File: config.mk
export PLATFORM = sky130hd
export DESIGN_NAME = stopwatch_unit
export DESIGN_NICKNAME = d
export VERILOG_FILES = /design/src/rtl/stopwatch_pkg.sv /design/src/rtl/seven_seg_mux.sv /design/src/rtl/stopwatch_unit.sv
export SDC_FILE = /design/constraint.sdc
export NUM_CORES = 1
export LEC_CHECK = 0
export CAP_MARGIN = 20
export CORE_MARGIN = 5
export CORE_UTILIZATION = 55
export CTS_CLUSTER_DIAMETER = 80
export DETAILED_ROUTE_END_ITERATION = 8
export PLACE_DENSITY = 0.77
export SLEW_MARGIN = 20
export SYNTH_ARGS = -nofsm -noshare
export SYNTH_HDL_FRONTEND = slang
export SYNTH_SLANG_ARGS = --single-unit
File: constraint.sdc
create_clock -name clk -period 3.4 [get_ports clk]
set_input_delay 0.85 -clock clk [delete_from_list [all_inputs] [get_ports clk]]
set_output_delay 0.85 -clock clk [all_outputs]
set_load 0.01 [all_outputs]
File: src/rtl/stopwatch_pkg.sv
// Shared types, glyph constants and BCD helpers for the minutes:seconds stopwatch.
package stopwatch_pkg;

    localparam int unsigned SEG_W = 8;
    localparam int unsigned AN_W  = 4;

    localparam logic SEG_ON  = 1'b0;
    localparam logic SEG_OFF = 1'b1;
    localparam logic AN_ON   = 1'b0;
    localparam logic AN_OFF  = 1'b1;

    typedef logic [3:0] bcd_t;

    typedef enum logic {
        FLD_MIN = 1'b0,
        FLD_SEC = 1'b1
    } field_sel_e;

    typedef struct packed {
        bcd_t min_t;
        bcd_t min_o;
        bcd_t sec_t;
        bcd_t sec_o;
    } sw_time_t;

    // {g,f,e,d,c,b,a}, active-low
    localparam logic [6:0] GLYPH_0     = 7'h40;
    localparam logic [6:0] GLYPH_1     = 7'h79;
    localparam logic [6:0] GLYPH_2     = 7'h24;
    localparam logic [6:0] GLYPH_3     = 7'h30;
    localparam logic [6:0] GLYPH_4     = 7'h19;
    localparam logic [6:0] GLYPH_5     = 7'h12;
    localparam logic [6:0] GLYPH_6     = 7'h02;
    localparam logic [6:0] GLYPH_7     = 7'h78;
    localparam logic [6:0] GLYPH_8     = 7'h00;
    localparam logic [6:0] GLYPH_9     = 7'h10;
    localparam logic [6:0] GLYPH_BLANK = 7'h7F;

    function automatic logic [6:0] glyph(input bcd_t d);
        logic [6:0] g;
        g = GLYPH_BLANK;
        case (d)
            4'd0: g = GLYPH_0;
            4'd1: g = GLYPH_1;
            4'd2: g = GLYPH_2;
            4'd3: g = GLYPH_3;
            4'd4: g = GLYPH_4;
            4'd5: g = GLYPH_5;
            4'd6: g = GLYPH_6;
            4'd7: g = GLYPH_7;
            4'd8: g = GLYPH_8;
            4'd9: g = GLYPH_9;
            default: g = GLYPH_BLANK;
        endcase
        return g;
    endfunction

    // Two-digit BCD increment modulo 60
    function automatic logic [7:0] bcd60_inc(input bcd_t tens, input bcd_t ones);
        logic [7:0] r;
        if (ones != 4'd9)      r = {tens, ones + 4'd1};
        else if (tens != 4'd5) r = {tens + 4'd1, 4'd0};
        else                   r = 8'h00;
        return r;
    endfunction

endpackage

File: src/rtl/seven_seg_mux.sv
// Scans four BCD digits onto a multiplexed active-low 7-segment display,
// with field blanking and the dp on digit 2 as a colon.
module seven_seg_mux
    import stopwatch_pkg::*;
(
    input  logic             clk,
    input  logic             rst_n,
    input  logic             step,
    input  sw_time_t         disp,
    input  field_sel_e       sel,
    input  logic             blank_sel,
    output logic [SEG_W-1:0] seg,
    output logic [AN_W-1:0]  an
);

    logic [1:0]       idx;
    bcd_t             digit_c;
    field_sel_e       field_c;
    logic             blank_c;
    logic [SEG_W-1:0] seg_c;
    logic [AN_W-1:0]  an_c;

    always_comb begin
        digit_c = disp.sec_o;
        field_c = FLD_SEC;
        case (idx)
            2'd3: begin digit_c = disp.min_t; field_c = FLD_MIN; end
            2'd2: begin digit_c = disp.min_o; field_c = FLD_MIN; end
            2'd1: begin digit_c = disp.sec_t; field_c = FLD_SEC; end
            default: ;
        endcase
        blank_c    = blank_sel && (field_c == sel);
        seg_c[6:0] = blank_c ? GLYPH_BLANK : glyph(digit_c);
        seg_c[7]   = (idx == 2'd2) ? SEG_ON : SEG_OFF;
        an_c       = {AN_W{AN_OFF}};
        an_c[idx]  = AN_ON;
    end

    always_ff @(posedge clk or negedge rst_n) begin
        if (!rst_n) begin
            idx <= 2'd3;
            seg <= {SEG_OFF, GLYPH_0};
            an  <= {AN_ON, {(AN_W-1){AN_OFF}}};
        end else begin
            if (step) idx <= idx - 2'd1;
            seg <= seg_c;
            an  <= an_c;
        end
    end

endmodule

File: src/rtl/stopwatch_unit.sv
// Minutes:seconds stopwatch top: button/switch conditioning, tick dividers,
// BCD time keeping with adjust and hold, feeding the display scanner.
module stopwatch_unit
    import stopwatch_pkg::*;
#(
    parameter int unsigned ONE_HZ_DIV      = 100_000_000,
    parameter int unsigned ADJ_DIV         = 50_000_000,
    parameter int unsigned BLINK_DIV       = 25_000_000,
    parameter int unsigned REFRESH_DIV     = 100_000,
    parameter int unsigned DEBOUNCE_CYCLES = 1_000_000
) (
    input  logic             clk,
    input  logic             btnR,
    input  logic             btnS,
    input  logic [2:0]       sw,
    output logic [SEG_W-1:0] seg,
    output logic [AN_W-1:0]  an
);

    localparam int unsigned HZ_W    = (ONE_HZ_DIV > 1)      ? $clog2(ONE_HZ_DIV)      : 1;
    localparam int unsigned ADJ_W   = (ADJ_DIV > 1)         ? $clog2(ADJ_DIV)         : 1;
    localparam int unsigned BLINK_W = (BLINK_DIV > 1)       ? $clog2(BLINK_DIV)       : 1;
    localparam int unsigned REF_W   = (REFRESH_DIV > 1)     ? $clog2(REFRESH_DIV)     : 1;
    localparam int unsigned DB_W    = (DEBOUNCE_CYCLES > 1) ? $clog2(DEBOUNCE_CYCLES) : 1;

    logic [1:0]         btn_sync;
    logic [2:0]         sw_meta;
    logic [2:0]         sw_s;
    logic               db_state;
    logic [DB_W-1:0]    db_cnt;
    logic               running;
    logic [HZ_W-1:0]    hz_cnt;
    logic [ADJ_W-1:0]   adj_cnt;
    logic [BLINK_W-1:0] blink_cnt;
    logic [REF_W-1:0]   ref_cnt;
    logic               blink_on;
    logic               hold_active;
    sw_time_t           live;
    sw_time_t           held;

    logic       adj_c, hold_c, db_flip_c, press_c;
    logic       tick_1hz_c, tick_adj_c, blink_tog_c, refresh_c;
    logic       sec_wrap_c, blank_sel_c;
    field_sel_e sel_c;
    logic [7:0] sec_inc_c, min_inc_c;
    sw_time_t   disp_c;

    always_comb begin
        adj_c       = sw_s[0];
        sel_c       = field_sel_e'(sw_s[1]);
        hold_c      = sw_s[2];
        db_flip_c   = (btn_sync[1] != db_state) && (db_cnt == DB_W'(DEBOUNCE_CYCLES - 1));
        press_c     = db_flip_c && btn_sync[1];
        tick_1hz_c  = running && !adj_c && (hz_cnt == HZ_W'(ONE_HZ_DIV - 1));
        tick_adj_c  = adj_c && (adj_cnt == ADJ_W'(ADJ_DIV - 1));
        blink_tog_c = (blink_cnt == BLINK_W'(BLINK_DIV - 1));
        refresh_c   = (ref_cnt == REF_W'(REFRESH_DIV - 1));
        sec_inc_c   = bcd60_inc(live.sec_t, live.sec_o);
        min_inc_c   = bcd60_inc(live.min_t, live.min_o);
        sec_wrap_c  = (live.sec_t == 4'd5) && (live.sec_o == 4'd9);
        disp_c      = (hold_active && !adj_c) ? held : live;
        blank_sel_c = adj_c && !blink_on;
    end

    // Synchronisers, debounce and start/pause toggle; a tick in the same
    // cycle as a press still sees the old running value.
    always_ff @(posedge clk or negedge btnR) begin
        if (!btnR) begin
            btn_sync <= '0;
            sw_meta  <= '0;
            sw_s     <= '0;
            db_state <= 1'b0;
            db_cnt   <= '0;
            running  <= 1'b0;
        end else begin
            btn_sync <= {btn_sync[0], btnS};
            sw_meta  <= sw;
            sw_s     <= sw_meta;
            if (btn_sync[1] == db_state) begin
                db_cnt <= '0;
            end else if (db_flip_c) begin
                db_state <= ~db_state;
                db_cnt   <= '0;
            end else begin
                db_cnt <= db_cnt + DB_W'(1);
            end
            running <= running ^ press_c;
        end
    end

    // 1 Hz freezes while paused or adjusting; adjust divider advances only in ADJ
    always_ff @(posedge clk or negedge btnR) begin
        if (!btnR) begin
            hz_cnt    <= '0;
            adj_cnt   <= '0;
            blink_cnt <= '0;
            ref_cnt   <= '0;
            blink_on  <= 1'b1;
        end else begin
            if (running && !adj_c) hz_cnt <= tick_1hz_c ? '0 : hz_cnt + HZ_W'(1);
            if (adj_c)             adj_cnt <= tick_adj_c ? '0 : adj_cnt + ADJ_W'(1);
            blink_cnt <= blink_tog_c ? '0 : blink_cnt + BLINK_W'(1);
            ref_cnt   <= refresh_c ? '0 : ref_cnt + REF_W'(1);
            if (blink_tog_c) blink_on <= ~blink_on;
        end
    end

    always_ff @(posedge clk or negedge btnR) begin
        if (!btnR) begin
            live        <= '0;
            held        <= '0;
            hold_active <= 1'b0;
        end else begin
            if (adj_c) begin
                if (tick_adj_c) begin
                    if (sel_c == FLD_SEC) {live.sec_t, live.sec_o} <= sec_inc_c;
                    else                  {live.min_t, live.min_o} <= min_inc_c;
                end
            end else if (tick_1hz_c) begin
                {live.sec_t, live.sec_o} <= sec_inc_c;
                if (sec_wrap_c) {live.min_t, live.min_o} <= min_inc_c;
            end
            hold_active <= hold_c;
            if (hold_c && !hold_active) held <= live;
        end
    end

    seven_seg_mux u_mux (
        .clk       (clk),
        .rst_n     (btnR),
        .step      (refresh_c),
        .disp      (disp_c),
        .sel       (sel_c),
        .blank_sel (blank_sel_c),
        .seg       (seg),
        .an        (an)
    );

endmodule

==> flow_metrics.tcl <==
set metrics [dict create \
    synth-xor-area-share 0.1148 \
    finalSetupTns_ns 0 \
    overflow 0 \
    synth_warnings 0 \
    antenna_left 0 \
    timing.rr.start "sw_s[0]" \
    cts_buffer_depth 2 \
    synth-simple-area-share 0.2180 \
    synthFlopType "dfrtp_1" \
    total_power_mw 4.403 \
    synth_nets 819 \
    synth-compound-area-share 0.06458 \
    cellPowerDensity_nw_per_um2 467.3 \
    reg2reg_depth 7 \
    grt.total_usage 0.1922 \
    yosys.area_share.adder 0.01939 \
    max_cap_viol_count 0 \
    synthDistinctLibCells 69 \
    wl_per_cell_um 15.94 \
    placed_area_um2 8765 \
    via_per_inst 5.896 \
    synthMuxAreaShare 0.04012 \
    synth_area_leaders "dfrtp_1 49%, xnor2_1 6.4%, xor2_1 5.1%" \
    dieHeight_um 133.5 \
    die_w_um 133.5 \
    fill_cells 1160 \
    drtPass1Iterations 8 \
    yosysSeqAreaShare 0.5141 \
    yosysTopAreaCell "dfrtp_1" \
    p_switching_mw 0.9368 \
    switching_share 0.2127 \
    grt_pass1_vias 6037 \
    setup_viol 0 \
    cts_resized 0 \
    power_frac_seq 0.484 \
    io_pins 18 \
    instances_no_fill 1020 \
    place_congestion 0.8982 \
    rsz0062_at_grt "false" \
    finalNetCount 838 \
    placed_cells 988 \
    pwr-share-comb 0.033 \
    vias 6014 \
    clk_pin_slew_ns 0.06 \
    finalCritPeriodShare 0.7587 \
    wl_mm 16.26 \
    crit_fanout 8 \
    layout-drive-gt1-share 0.1058 \
    utilization 0.6245 \
    coreArea_um2 15090 \
    hold_class "in -> async" \
    synth_edf_count 0 \
    ys_seq_elements 172 \
    num_rows 45 \
    reg2reg_slack_ns 0.82 \
    r2r_end "u_mux.seg[3]" \
    cts_buffers 17 \
    syn-cell-area_um2 8389 \
    drt_iter0_markers 402 \
    internal-power_mw 3.467 \
    cts_sinks 172 \
    diodes 0 \
    synth_top_area_share 0.4922 \
    required_ns 3.70 \
    path_cells "nor2b_1, mux2_2, mux2i_1, inv_1, ha_1, o21ai_0, nand3_1" \
    post-route-min-period_ns 2.580 \
    initial_core_util 0.5560 \
    grt_first_pass_wirelength_mm 28.27 \
    ir_drop_mv 0.3408 \
    max_freq_mhz 387.7 \
    clkPwrFrac 0.483 \
    hpwl_mm 11.12 \
    post_cts_buffers 0 \
    io_buffers 17 \
    final_common_cell "dfrtp_1" \
    synth_top_family_by_area "simple AND/OR/NAND/NOR gates" \
    final-max-slew-violation-count 0 \
    tightest_slew_ns 0.9563 \
    antenna_found_initial 0 \
    clock_latency_ns 0.43 \
    worstSetupPathType "reg -> reg" \
    fin_area_um2 9423 \
    die_area_um2 17820 \
    grt_max_degree 70 \
    final_cell_mix "165 x dfrtp_1, 101 x nor2_1, 61 x xnor2_1" \
    crit_slowest_cell "nor2b_1" \
    cts_root_buf "clkbuf_16" \
    cts_tree "yes" \
    syn_inst 800 \
    power_leakage_nw 4.100 \
    finalHoldViolations 0 \
    max_stage_delay_ns 0.55 \
    skew_ns 0.006811 \
    cts_hold_buf 0 \
    slew_headroom 0.3566 \
    cts.htree.levels 4 \
    arrival_ns 2.88 \
    drc 0 \
    run_status "completed" \
    syn_area_per_cell_um2 10.49 \
    syn2layout_area_growth_pct 12.32 \
    end_kind "flop" \
    async_flop_share 1.000 \
    crit_path_start_kind "flop" \
]
-- critical path: cells and delay by family, from the launching register on --
kind / cells / cell delay [ns]
buffers and inverters: 1 / 0.12
AND/OR/NAND/NOR: 2 / 0.64
adder cells (fa/ha/maj): 1 / 0.32
AO/OA/AOI/OAI: 1 / 0.17
multiplexers: 2 / 0.75
flip-flops: 1 / 0.46
-- layer usage --
layer / GRT usage / share of wire
met5: 0 / 0
met2: 0.3160 / 0.49
met3: 0.04003 / 0.035
met4: 0.07371 / 0.020
met1: 0.2522 / 0.45
-- per-stage QoR --
| step | hold slack [ns] | worst slack [ns] |
|---|---|---|
| 2_1_floorplan | 0.3312 | 1.056 |
| 5_1_grt | 0.2444 | 0.6527 |
| 4_1_cts | 0.2376 | 0.8159 |
| 3_3_place_gp | 0.3337 | 0.9488 |
| 6_report | 0.2462 | 0.8205 |
| 3_5_place_dp | 0.3396 | 0.8107 |
-- Yosys cell counts (5+ instances only) --
| cell type | instances |
|---|---|
| a211oi_1 | 5 |
| a21oi_1 | 10 |
| a22oi_1 | 6 |
| and2_1 | 5 |
| and3_1 | 16 |
| and4_1 | 6 |
| buf_2 | 7 |
| clkbuf_1 | 17 |
| dfrtp_1 | 165 |
| dfstp_2 | 7 |
| ha_1 | 13 |
| inv_1 | 33 |
| mux2_2 | 21 |
| mux2i_1 | 10 |
| nand2_1 | 49 |
| nand2b_1 | 5 |
| nand3_1 | 49 |
| nand4_1 | 31 |
| nor2_1 | 101 |
| nor2b_1 | 7 |
| nor3_1 | 15 |
| nor3b_1 | 6 |
| nor4_1 | 12 |
| o21ai_0 | 16 |
| or3_1 | 5 |
| xnor2_1 | 61 |
| xor2_1 | 49 |
-- power by group through the flow --
| stage | Sequential (mW) | Combinational (mW) | Clock, mW |
|---|---|---|---|
| 2_1_floorplan | 2.16 | 0.0734 | 0 |
| 3_3_place_gp | 2.16 | 0.141 | 0 |
| 3_5_place_dp | 2.17 | 0.147 | 0 |
| 4_1_cts | 2.13 | 0.148 | 2.17 |
| 5_1_grt | 2.13 | 0.165 | 2.27 |
| 6_report | 2.13 | 0.145 | 2.13 |
-- flip-flops by register name, summed over array words and instances (netlist names), 3 cells and up --
register / flops
sw_meta: 3
ref_cnt: 17
blink_cnt: 25
held: 16
live: 16
adj_cnt: 26
db_cnt: 20
sw_s: 3
hz_cnt: 27
u_mux.seg: 8
u_mux.an: 3
-- logic make-up (layout without fill, tap and decap cells) --
kind of cell             Yosys count  after routing
buffers and inverters             60             92
AO/OA/AOI/OAI                     73             73
adder cells (fa/ha/maj)           13             13
XOR/XNOR                         110            110
flip-flops                       172            172
multiplexers                      31             31
AND/OR/NAND/NOR                  341            341
-- cell type report --
class,count,area (um2),share of cell area
Clock buffer,18,439.2,0.04661
Clock inverter,14,219.0,0.02324
Inverter,33,123.9,0.01315
Multi-Input combinational cell,568,3834,0.4069
Sequential cell,172,4313,0.4577
Tap cell,188,235.2,0.02496
Timing Repair Buffer,27,259.0,0.02749
-- how the worst max path moves through the flow --
stage	start	end	slack [ns]	depth (start not counted)
2_1_floorplan	u_mux.idx[1]	u_mux.seg[3]	1.06	9
3_3_place_gp	sw_s[0]	u_mux.seg[3]	0.95	7
3_5_place_dp	sw_s[0]	u_mux.seg[3]	0.81	7
4_1_cts	sw_s[0]	u_mux.seg[3]	0.82	7
5_1_grt	u_mux.idx[0]	u_mux.seg[2]	0.65	9
6_report	sw_s[0]	u_mux.seg[3]	0.82	7
No activity file was read; power rests on OpenSTA's default activity.
